File: src/rtl/spi_controller.sv
// SPI mode-0 controller: one W-bit MSB-first transfer per start request,
// p_clk divided from sys_clk by CLK_DIV, one-hot active-low selects.
module spi_controller #(
  parameter int SPI_DATA_WIDTH = 8,
  parameter int P_ADDR_WIDTH   = 2,
  parameter int PERI_CNT       = 4,
  parameter int CLK_DIV        = 4
) (
  input  logic                      sys_clk,
  input  logic                      sync_rst,
  input  logic                      sys_clk_en,
  input  logic                      start_txn,
  input  logic [SPI_DATA_WIDTH-1:0] tx_data,
  input  logic [P_ADDR_WIDTH-1:0]   p_addr,
  input  logic                      cipo,
  output logic                      copi,
  output logic                      p_clk,
  output logic [PERI_CNT-1:0]       p_sel_n,
  output logic                      end_txn,
  output logic [15:0]               clk_counter,
  output logic [SPI_DATA_WIDTH-1:0] rx_data,
  output logic                      busy
);

  localparam int W = SPI_DATA_WIDTH;
  localparam logic [15:0] CDIV_M1 = 16'(CLK_DIV - 1);
  localparam logic [6:0] LAST_TOG = 7'(2 * W - 1);
  localparam logic [P_ADDR_WIDTH:0] PCNT = (P_ADDR_WIDTH + 1)'(PERI_CNT);

  typedef enum logic [1:0] {
    IDLE,
    XFER,
    DONE
  } state_t;

  state_t         state;
  logic [W-1:0]   tx_shift;
  logic [W-1:0]   rx_shift;
  logic [6:0]     tog_cnt;
  logic [W-1:0]   tx_nxt;
  logic [W-1:0]   rx_nxt;
  logic           addr_ok;

  assign tx_nxt  = tx_shift << 1;
  assign rx_nxt  = (rx_shift << 1) | W'(cipo);
  assign addr_ok = {1'b0, p_addr} < PCNT;
  assign busy    = (state != IDLE);

  always_ff @(posedge sys_clk) begin
    if (sync_rst) begin
      state       <= IDLE;
      p_clk       <= 1'b0;
      p_sel_n     <= '1;
      copi        <= 1'b0;
      end_txn     <= 1'b0;
      clk_counter <= '0;
      rx_data     <= '0;
      tx_shift    <= '0;
      rx_shift    <= '0;
      tog_cnt     <= '0;
    end else if (sys_clk_en) begin
      end_txn <= 1'b0;
      unique case (state)
        IDLE: begin
          copi        <= 1'b0;
          clk_counter <= '0;
          p_clk       <= 1'b0;
          if (start_txn && addr_ok) begin
            tx_shift <= tx_data;
            rx_shift <= '0;
            tog_cnt  <= '0;
            p_sel_n  <= ~(PERI_CNT'(1) << p_addr);
            copi     <= tx_data[W-1];
            state    <= XFER;
          end
        end
        XFER: begin
          if (clk_counter == CDIV_M1) begin
            clk_counter <= '0;
            p_clk       <= ~p_clk;
            tog_cnt     <= tog_cnt + 7'd1;
            // p_clk low now means this toggle is a rising edge
            if (!p_clk) begin
              rx_shift <= rx_nxt;
            end else if (tog_cnt == LAST_TOG) begin
              state   <= DONE;
              p_sel_n <= '1;
              rx_data <= rx_shift;
              end_txn <= 1'b1;
              copi    <= 1'b0;
            end else begin
              tx_shift <= tx_nxt;
              copi     <= tx_nxt[W-1];
            end
          end else begin
            clk_counter <= clk_counter + 16'd1;
          end
        end
        DONE: state <= IDLE;
        default: state <= IDLE;
      endcase
    end
  end

endmodule

File: config.mk
export PLATFORM = sky130hd
export DESIGN_NAME = spi_controller
export DESIGN_NICKNAME = d
export VERILOG_FILES = /design/src/rtl/spi_controller.sv
export SDC_FILE = /design/constraint.sdc
export NUM_CORES = 1
export LEC_CHECK = 0
export CAP_MARGIN = 20
export CORE_ASPECT_RATIO = 0.8
export CORE_UTILIZATION = 47
export CTS_CLUSTER_SIZE = 20
export DETAILED_ROUTE_END_ITERATION = 8
export GPL_TIMING_DRIVEN = 0
export PLACE_DENSITY = 0.74
export SLEW_MARGIN = 10
export SYNTH_ARGS = -nofsm -noshare
export SYNTH_HDL_FRONTEND = slang
export SYNTH_SLANG_ARGS = --single-unit
export TNS_END_PERCENT = 5
File: constraint.sdc
create_clock -name sys_clk -period 2 [get_ports sys_clk]
set_clock_uncertainty 0.05 [all_clocks]
set_input_delay 0.4 -clock sys_clk [delete_from_list [all_inputs] [get_ports sys_clk]]
set_output_delay 0.4 -clock sys_clk [all_outputs]
set_load 0.01 [all_outputs]
==> results of run 1 <==
[critical path: cells and delay by family (launching register included)]
kind | cells | cell delay, ns
adders and majority gates | 1 | 0.15
and+or+nand+nor | 4 | 1.02
buffers and inverters | 1 | 0.20
DFF | 1 | 0.40
AOI/OAI and AO/OA | 1 | 0.12
[synth_stat cells (5+ instances only)]
library cell  count
dfxtp_1          55
nor2_1           45
nand2_1          32
a21oi_1          23
nand3_1          14
a22oi_1          10
clkbuf_1         10
mux2i_1           8
o21ai_1           8
a211o_1           6
xnor2_1           6
a211oi_2          5
buf_2             5
nand2b_1          5
xor2_1            5
[how the worst max path moves through the flow]
stage / start / to / slack (ns) / depth (start not counted)
2_1_floorplan: clk_counter[0] / rx_data[0] / 0.03 / 8
3_3_place_gp: sys_clk_en / rx_data[4] / -0.47 / 8
3_5_place_dp: sys_clk_en / rx_data[0] / -0.48 / 8
4_1_cts: clk_counter[0] / state[1] / -0.01 / 6
5_1_grt: clk_counter[1] / state[1] / -0.05 / 7
6_report: clk_counter[0] / state[1] / -0.002 / 7
[cell usage in the layout, fill, tap and decap left out, types with 2 or more instances in the layout]
master           Yosys  routed
clkbuf_8             0       5
nor3_4               1       2
buf_2                5       3
nand2_1             32      30
a21oi_1             23      22
nor2b_1              4       3
inv_1                3       3
clkdlybuf4s50_1      0      45
nand4_1              3       3
a22oi_1             10       5
a22oi_2              0       5
dfxtp_1             55      50
buf_4                1       8
ha_4                 0       2
a31oi_1              2       2
nor2_1              45      45
nand2_2              0       2
xnor2_1              6       6
buf_6                0       4
clkbuf_1            10       8
dfxtp_4              0       2
nand2b_1             5       4
or3_1                4       4
nand4b_1             4       4
dfxtp_2              0       3
nor4_1               4       2
and3_1               2       2
nor4_2               0       2
nand3_1             14      13
nor3_1               4       4
xor2_1               5       5
mux2i_1              8       8
o21ai_1              8       7
a211oi_2             5       5
a211o_1              6       6
o21ai_0              4       4
a31o_1               2       2
[per-layer routing]
layer	vias to the layer above	wire length, um	global-route usage (%)
met5	-	0	0
met2	59	2880	37.8
li1	1202	-	-
met3	5	321	6.03
met4	0	63	6.14
met1	1159	3040	30.5
[registers in the layout, indices dropped and copies added (netlist names)]
register     cells
p_clk            1
tx_shift         7
clk_counter     16
copi             1
end_txn          1
tog_cnt          7
rx_shift         8
state            2
p_sel_n          4
rx_data          8
[kinds of logic after synthesis]
logic type / Yosys count
compound gates: 70
xor+xnor: 11
fa+ha+maj: 2
buf+inv: 20
flops: 55
mux: 9
simple gates: 133
[repair_timing]
action | 4_1_cts | 5_1_grt
setup buffers | 2 | 4
pin swaps | 2 | 14
gates resized for setup | 18 | 36
gates cloned | 0 | 1
setup endpoints to repair | 48 | 44
[layout make-up]
class	count	area, um2	share of cell area (%)
repair buffers	53	512	14.9
clock buffers	6	72.6	2.12
inverters	3	11.3	0.328
flip-flops and latches	55	1110	32.4
clock inverters	1	30.0	0.876
plain buffers	17	106	3.10
multi-input cells	225	1510	43.9
well taps	62	77.6	2.26
[power breakdown]
group / switching (mW) / internal (mW) / leakage (nW)
sequential: 0.0134 / 1.11 / 0.447
clock: 0.346 / 0.368 / 0.0513
combinational: 0.144 / 0.106 / 0.641
total: 0.503 / 1.58 / 1.14
==> metrics, run 1 <==
Main synth FF type=dfxtp_1; Yosys top cell area share=43.1%; DP Area=between 3000 and 4000 um2; number of synthesized flops with an enable pin=0; Hold Fails Final Rpt=0; Synth Warn #=0; row count=23; Die Wd=84.4 um; # hold bufs at CTS=0; slowest stage cell, crit path=or4b_4; CTS Sinks=55; Antenna Cells=0; fraction of registers with async set/reset=0%; fin cells=422; Synth area leaders=dfxtp_1 43%, nor2_1 6.6%, nand2_1 4.7%; unrepaired setup endpoints after global routing=yes; startpoint types=register; Final Cycle Share=100%; IO buf count=46; Mapped Nets=317; status=complete, but fails checks; Slew HR=54.2%; Ports=47; worst-path fanout max=6; share of post-route cells with drive strength above 1=16.9%; mux cell area share after synthesis=3.57%; Tmin final=2.00 ns; worst path arrival time=2.20 ns; clk buf depth=2; GRT Total Usage=23.0%; CTS H-tree lvls=2; Clock Root Buffer=clkbuf_8; Final Util=roughly two thirds; WHS=roughly 0.43 ns; final setup fails=1; Seq/Total Area, Yosys=roughly 43%; die area=5740 um2; Clk pin slew, worst setup/hold paths=0.10 ns; final instance area=between 3000 and 4000 um2; failing checks=design-rule violations, negative setup slack; Antenna Nets Post-Route=0; worst r2r path cells=7; Distinct cells, synth=50; crit path kind=register to register; Synth Area in Compound Gates=19.0%; Worst R2R End=state[1]; Yosys top cell by area=dfxtp_1; HPWL Detailed=~4.2 mm; Core Region=5120 um2; leakage=1.14 nW; Critical Path RT=roughly 2.2 ns; slack of the worst reg-to-reg path=-0.002 ns; Worst Hold Depth=2; largest family of logic cells by synthesized area=simple AND/OR/NAND/NOR gates; GPL Wtd Cong=0.817; number of global-route vias before repair=2165; Avg Cell Area, Syn=8.52 um2; cell area after synthesis=2550 um2; Initial DRC Count=about 150; initial core utilization=49.9%; Slowest Stage Delay on Critical Path=0.51 ns; Worst Min Path Start=tx_shift[5]; setup TNS=-0.00239 ns; maxcap violations=0; vias per std cell=5.75; Via Count=~2400; worst vdd ir=~420 uV; Final Max Slew Viols=0; Post-layout nets=377; Gate Count Post-Synth=300; Synth Area in Simple Gates=26.2%; Worst Hold Class=register to register; Setup WS pre-CTS=-0.484 ns; CTS Buf Count=5; first-pass GRT wire length=10.3 mm; global route total overflow=0; Power Density=roughly 610 nW/um2; initial antenna violation count=0; Yosys reg bits=55; R2R Path Start=clk_counter[0]; post-synthesis xor/xnor area fraction=3.77%; setup ws final=-0.00239 ns; Critical Path Sink Type=register; Placed Cells=between 400 and 500; critical-path cell list=ha_4, nor4b_2, nand4_1, buf_4, and2_4, or4b_4, a21oi_2; Worst Tran Pin Value=0.682 ns; highest achievable clock rate=499 MHz; overall power=2.08 mW; drt wl/cell=14.9 um; CTS tree=built; Post-Synth Adder-Cell Area=0.979%; drt first pass iters=6; DR DRC count=4; WL final=between 6 and 7 mm; Fill cells=about 440; clk_lat worst skew=between 0.3 and 0.4 ns; Die Height=67.9 um; Synth-to-Final Area Change=34.2%; Hold Path End=tx_shift[5]; pin count of the biggest net entering global routing=16
No activity file was read; power rests on OpenSTA's default activity.
==> run 2: changes to the inputs <==
CORE_ASPECT_RATIO = 2   (was 0.8)
==> run 2 against run 1 <==
Final area shrank 0.36%. Largest power group unchanged. Clock power grew 2%. Total power grew 0.71%. Critical endpoint is now rx_shift[0]. Critical path depth stayed put. Via count is 0.58% higher. Sequential power about the same. The run ends with negative setup slack left. Sequential share of layout area is 0.082 points higher. Worst hold slack improved by 0.011 ns. Critical path type unchanged. Global-route usage rose by 1.2 points. Combinational power about the same. Clock-buffer cell count decreased by 1. Routed wire length rose by 3.3%.
==> metrics, run 2 (same netlist as run 1, synthesis figures left out) <==
WHS=0.437 ns (+0.0114 ns); Worst Hold Depth=2 (unchanged); P_int=1.58 mW (-0.25%); number of flip-flops in the largest register=16 (unchanged); leakage=1.12 nW (-1.4%); Via Count=2439 (+0.58%); Post-layout nets=380 (+0.80%); Initial DRC Count=58 (-60%); clock group share of total power=34.6% (+0.4 points); Hold Path End=tx_shift[0]; DP Area=3090 um2 (-0.16%); setup ws final=-0.0160 ns (-0.0136 ns); CTS H-tree lvls=2 (unchanged); WL final=6.52 mm (+3.3%); commonest non-fill, non-tap cell in the layout=dfxtp_1; Final Cycle Share=101% (+0.68 points); Die Wd=54.1 um (-36%); CTS Buf Count=5 (unchanged); Placed Cells=404 (-0.98%); failing checks=negative setup slack; status=complete, but fails checks; Ports=47 (unchanged); share of power burned in registers=53.3% (-0.5 points); worst-path fanout max=8 (+2); Sw Share=24.9% (+0.72 points); CTS tree=built; row count=37 (+61%); CTS Sinks=55 (unchanged); Top reg by flops=clk_counter; global route total overflow=0 (unchanged); worst vdd ir=767 uV (+83%); Power Density=615 nW/um2 (+1.1%); most frequent cells in the layout=51 x dfxtp_1, 45 x nor2_1, 45 x clkdlybuf4s50_1; drt first pass iters=4 (-2); clk buf depth=2 (unchanged); Logic pwr share=12.0% (about the same); leading registers by flop count=clk_counter: 16 flops, rx_data: 8 flops, rx_shift: 8 flops; Die Height=106 um (+56%); Tmin final=2.02 ns (+0.0136 ns); Final Max Slew Viols=0 (unchanged); GRT Total Usage=24.2% (+1.2 points); worst r2r path cells=7 (unchanged); vias per std cell=5.79 (+0.82%); final setup fails=3 (+2); Antenna Cells=0 (unchanged); Final Util=65.9% (-1.0 points); Worst Tran Pin Value=0.592 ns (-0.0901 ns); slack of the worst reg-to-reg path=-0.02 ns (about the same); clk_lat worst skew=0.31 ns (about the same); fin cells=421 (-0.24%); Clock Root Buffer=clkbuf_8; share of post-route cells with drive strength above 1=16.5% (-0.42 points); multi-input logic area=1480 um2 (-1.7%); maxcap violations=0 (unchanged); highest achievable clock rate=496 MHz (-0.67%); unrepaired setup endpoints after global routing=yes; initial core utilization=49.3% (-0.60 points); number of global-route vias before repair=2358 (+8.9%); R2R Path Start=clk_counter[1]; IO buf count=46 (unchanged); pin count of the biggest net entering global routing=17 (+1); crit path kind=register to register; Antenna Nets Post-Route=0 (unchanged); Slew HR=60.5% (+6.3 points); Core Region=5180 um2 (+1.2%); drt wl/cell=15.5 um (+3.6%); DR DRC count=0 (-4); initial antenna violation count=0 (unchanged); Switch Pwr=522 uW (+3.7%); final instance area=3420 um2 (-0.36%); setup TNS=-0.0255 ns (-0.0231 ns); startpoint types=register; first-pass GRT wire length=10.5 mm (+1.3%); Worst R2R End=rx_shift[0]; Reg area=1110 um2 (-0.11%); Worst Min Path Start=tx_shift[0]; Fill cells=423 (-4.7%); worst path arrival time=2.16 ns (-0.04 ns); Worst Hold Class=register to register; # hold bufs at CTS=0 (unchanged); Hold Fails Final Rpt=0 (unchanged); Clk pin slew, worst setup/hold paths=0.09 ns (about the same); HPWL Detailed=4.59 mm (+9.9%); GPL Wtd Cong=0.811 (-0.67%); die area=5750 um2 (+0.28%); Synth-to-Final Area Change=33.7%; Critical Path RT=2.14 ns (-0.06 ns); Critical Path Sink Type=register
==> run 2: metal layers <==
layer	vias up	routed length, um	global-route usage, %
met5	-	0	0
met4	0	119	9.52
met3	12	218	3.86
met2	54	3700	44.2
met1	1177	2480	25.5
li1	1196	-	-
==> run 2: worst max-delay path by stage <==
stage	start	endpoint	slack, ns	cells after the start
global placement	sys_clk_en	rx_data[7]	-0.46	8
global route	clk_counter[1]	rx_shift[5]	-0.08	7
detailed placement	sys_clk_en	rx_data[2]	-0.50	8
CTS	clk_counter[0]	rx_data[2]	-0.03	8
floorplan	clk_counter[0]	rx_data[0]	0.03	8
finish	clk_counter[1]	rx_shift[0]	-0.02	7
==> run 2: final cells by class <==
class	count	share of cell area, %
Buffer	17	2.93
Clock buffer	5	2.01
Clock inverter	2	1.10
Inverter	3	0.330
Multi-Input combinational cell	225	43.3
Sequential cell	55	32.5
Tap cell	58	2.12
Timing Repair Buffer	56	15.6
==> run 2: stage by stage <==
| step | setup WS [ns] | power (mW) |
|---|---|---|
| CTS | -0.0275 | 2.10 |
| finish | -0.0160 | 2.10 |
| global route | -0.0849 | 2.18 |
| detailed placement | -0.503 | 1.37 |
| floorplan | 0.0301 | 1.28 |
| global placement | -0.459 | 1.37 |
==> run 2: worst max-delay path, stage by stage, from the launching register on <==
cell and delay [ns]:
dfxtp_4 0.38, ha_4 0.15, nor4b_4 0.19, nand4_1 0.26, buf_6 0.23, o31a_1 0.36
a22oi_2 0.21, nor2_1 0.06
==> run 2: repair_timing <==
item                       CTS  global route
setup endpoints to repair   49            43
setup buffers                3             6
pin swaps                   10            18
cloned                       1             0
resized for setup           22            22
==> run 2: power by group through the flow <==
stage | registers, mW | logic [mW] | clock network (mW)
2_1_floorplan | 1.15 | 0.130 | 0
4_1_cts | 1.12 | 0.235 | 0.744
6_report | 1.12 | 0.252 | 0.727
3_5_place_dp | 1.15 | 0.225 | 0
5_1_grt | 1.12 | 0.274 | 0.781
3_3_place_gp | 1.14 | 0.223 | 0
==> run 3: changes to the inputs <==
CORE_MARGIN = 2   (was not set)
CORE_UTILIZATION = 30   (was 47)
PLACE_DENSITY = 0.51   (was 0.74)
==> run 3 against run 2 <==
The run still ends with negative setup slack left. Global-route usage down 8.6 points. Critical path depth unchanged. Clock power up 54%. Register-to-register slack worse by 0.02 ns. Routed wire length up 12%. Sequential cell count unchanged. Clock-buffer cell count up 1. Utilization down 23 points. Final area up 3.6%. Total power up 19%. Die area up 62%. Critical path type unchanged.
==> metrics, run 3 (same netlist as run 1, synthesis figures left out) <==
status=complete, but fails checks; failing checks=negative setup slack; share of post-route cells with drive strength above 1=14.9% (-1.7 points); HPWL Detailed=5.25 mm (+14%); Die Wd=69.3 um (+28%); overall power=2.50 mW (+19%); clk buf depth=2 (unchanged); commonest non-fill, non-tap cell in the layout=dfxtp_1; M3 GR Usage=2.61% (-1.3 points); number of flip-flops in the largest register=16 (unchanged); global routing usage on met2=29.8% (-14 points); Final Max Slew Viols=0 (unchanged); Die Height=135 um (+27%); setup ws final=-0.0392 ns (-0.0233 ns); Initial DRC Count=174 (+200%); first-pass GRT wire length=11.5 mm (+9.4%); vias per std cell=5.22 (-9.9%); Ports=47 (unchanged); worst-path fanout max=8 (unchanged); Critical Path RT=2.12 ns (-0.02 ns); Clk pin slew, worst setup/hold paths=0.07 ns (-0.02 ns); Synth-to-Final Area Change=38.5%; CTS Sinks=55 (unchanged); Worst Hold Depth=1 (-1); Via Count=2406 (-1.4%); CTS Buf Count=5 (unchanged); clk_lat worst skew=0.30 ns (about the same); Critical Path Sink Type=register; highest achievable clock rate=490 MHz (-1.1%); Power Density=705 nW/um2 (+15%); CTS H-tree lvls=2 (unchanged); Post-layout nets=379 (-0.26%); # hold bufs at CTS=0 (unchanged); R2R Path Start=clk_counter[1]; worst r2r path cells=7 (unchanged); DR DRC count=0 (unchanged); routing usage on met1=15.6% (-9.9 points); Slew HR=61.0% (+0.46 points); slack of the worst reg-to-reg path=-0.04 ns (-0.02 ns); initial core utilization=30.8% (-18 points); IO buf count=46 (unchanged); fin cells=461 (+9.5%); Antenna Nets Post-Route=0 (unchanged); die area=9320 um2 (+62%); initial antenna violation count=0 (unchanged); Antenna Cells=0 (unchanged); unrepaired setup endpoints after global routing=yes; Clock Root Buffer=clkbuf_16; pin count of the biggest net entering global routing=17 (unchanged); Top reg by flops=clk_counter; Placed Cells=444 (+9.9%); drt first pass iters=4 (unchanged); Fill cells=855 (+100%); number of global-route vias before repair=2335 (-0.98%); Most Crowded Layer GR=met2; final setup fails=9 (+6); leading registers by flop count=clk_counter: 16 flops, rx_data: 8 flops, rx_shift: 8 flops; drt wl/cell=15.9 um (+2.4%); Hold Fails Final Rpt=0 (unchanged); setup TNS=-0.219 ns (-0.193 ns); worst vdd ir=445 uV (-42%); Worst Hold Class=register to register; Worst R2R End=rx_shift[3]; worst path arrival time=2.16 ns (about the same); DP Area=3140 um2 (+1.6%); global route total overflow=0 (unchanged); Hold Path End=copi; Worst Min Path Start=copi; CTS tree=built; GRT Total Usage=15.6% (-8.6 points); crit path kind=register to register; WL final=7.31 mm (+12%); row count=47 (+27%); Final Cycle Share=102% (+1.2 points); Core Region=8290 um2 (+60%); Tmin final=2.04 ns (+0.0233 ns); WHS=0.424 ns (-0.0128 ns); maxcap violations=0 (unchanged); most frequent cells in the layout=52 x dfxtp_1, 45 x nor2_1, 44 x clkdlybuf4s50_1; final instance area=3540 um2 (+3.6%); startpoint types=register; Worst Tran Pin Value=0.585 ns (-0.00693 ns); leakage=1.18 nW (+4.5%); GPL Wtd Cong=0.779 (-4.0%)
-- run 3: layer usage --
layer,share of wire [%],up-vias
met5,0,-
met4,3.3,0
met3,2.8,17
met2,56,49
met1,37,1144
li1,-,1196
-- run 3: timing repair --
| item | CTS | global route |
|---|---|---|
| gates resized for setup | 27 | 15 |
| pin swaps | 12 | 9 |
| buffers inserted | 3 | 5 |
| cloned | 1 | 0 |
| endpoints found under the setup margin | 52 | 45 |
-- run 3: critical path, stage by stage, from the launching register on --
cell     delay (ns)
dfxtp_4        0.37
ha_4           0.14
nor4b_4        0.20
nand4_1        0.28
buf_6          0.23
o31a_1         0.36
a22oi_1        0.21
nor2_1         0.06
-- run 3: how the worst max path moves through the flow --
stage               cells past startpoint           start     endpoint
global route                            7  clk_counter[1]  rx_shift[5]
CTS                                     7  clk_counter[1]  rx_shift[7]
floorplan                               8  clk_counter[0]   rx_data[0]
detailed placement                      8      sys_clk_en   rx_data[7]
global placement                        8      sys_clk_en   rx_data[7]
finish                                  7  clk_counter[1]  rx_shift[3]
-- run 3: cell type report --
type	count	area [um2]	area share [%]
flip-flops and latches	55	1110	31.4
clock inverters	2	60.1	1.70
well taps	98	123	3.46
repair buffers	55	529	15.0
inverters	3	11.3	0.318
plain buffers	17	104	2.93
clock buffers	6	129	3.64
multi-input cells	225	1470	41.6
-- run 3: power breakdown --
group | internal, mW | leakage (nW) | switching [mW]
sequential | 1.11 | 0.446 | 0.0119
clock | 0.719 | 0.0911 | 0.405
combinational | 0.101 | 0.638 | 0.151
-- run 3: through the flow --
| stage | setup WS [ns] | util [%] |
|---|---|---|
| detailed placement | -0.545 | 37.8 |
| global route | -0.123 | 42.7 |
| finish | -0.0392 | 42.7 |
| global placement | -0.542 | 37.8 |
| CTS | -0.0302 | 41.7 |
| floorplan | 0.0301 | - |
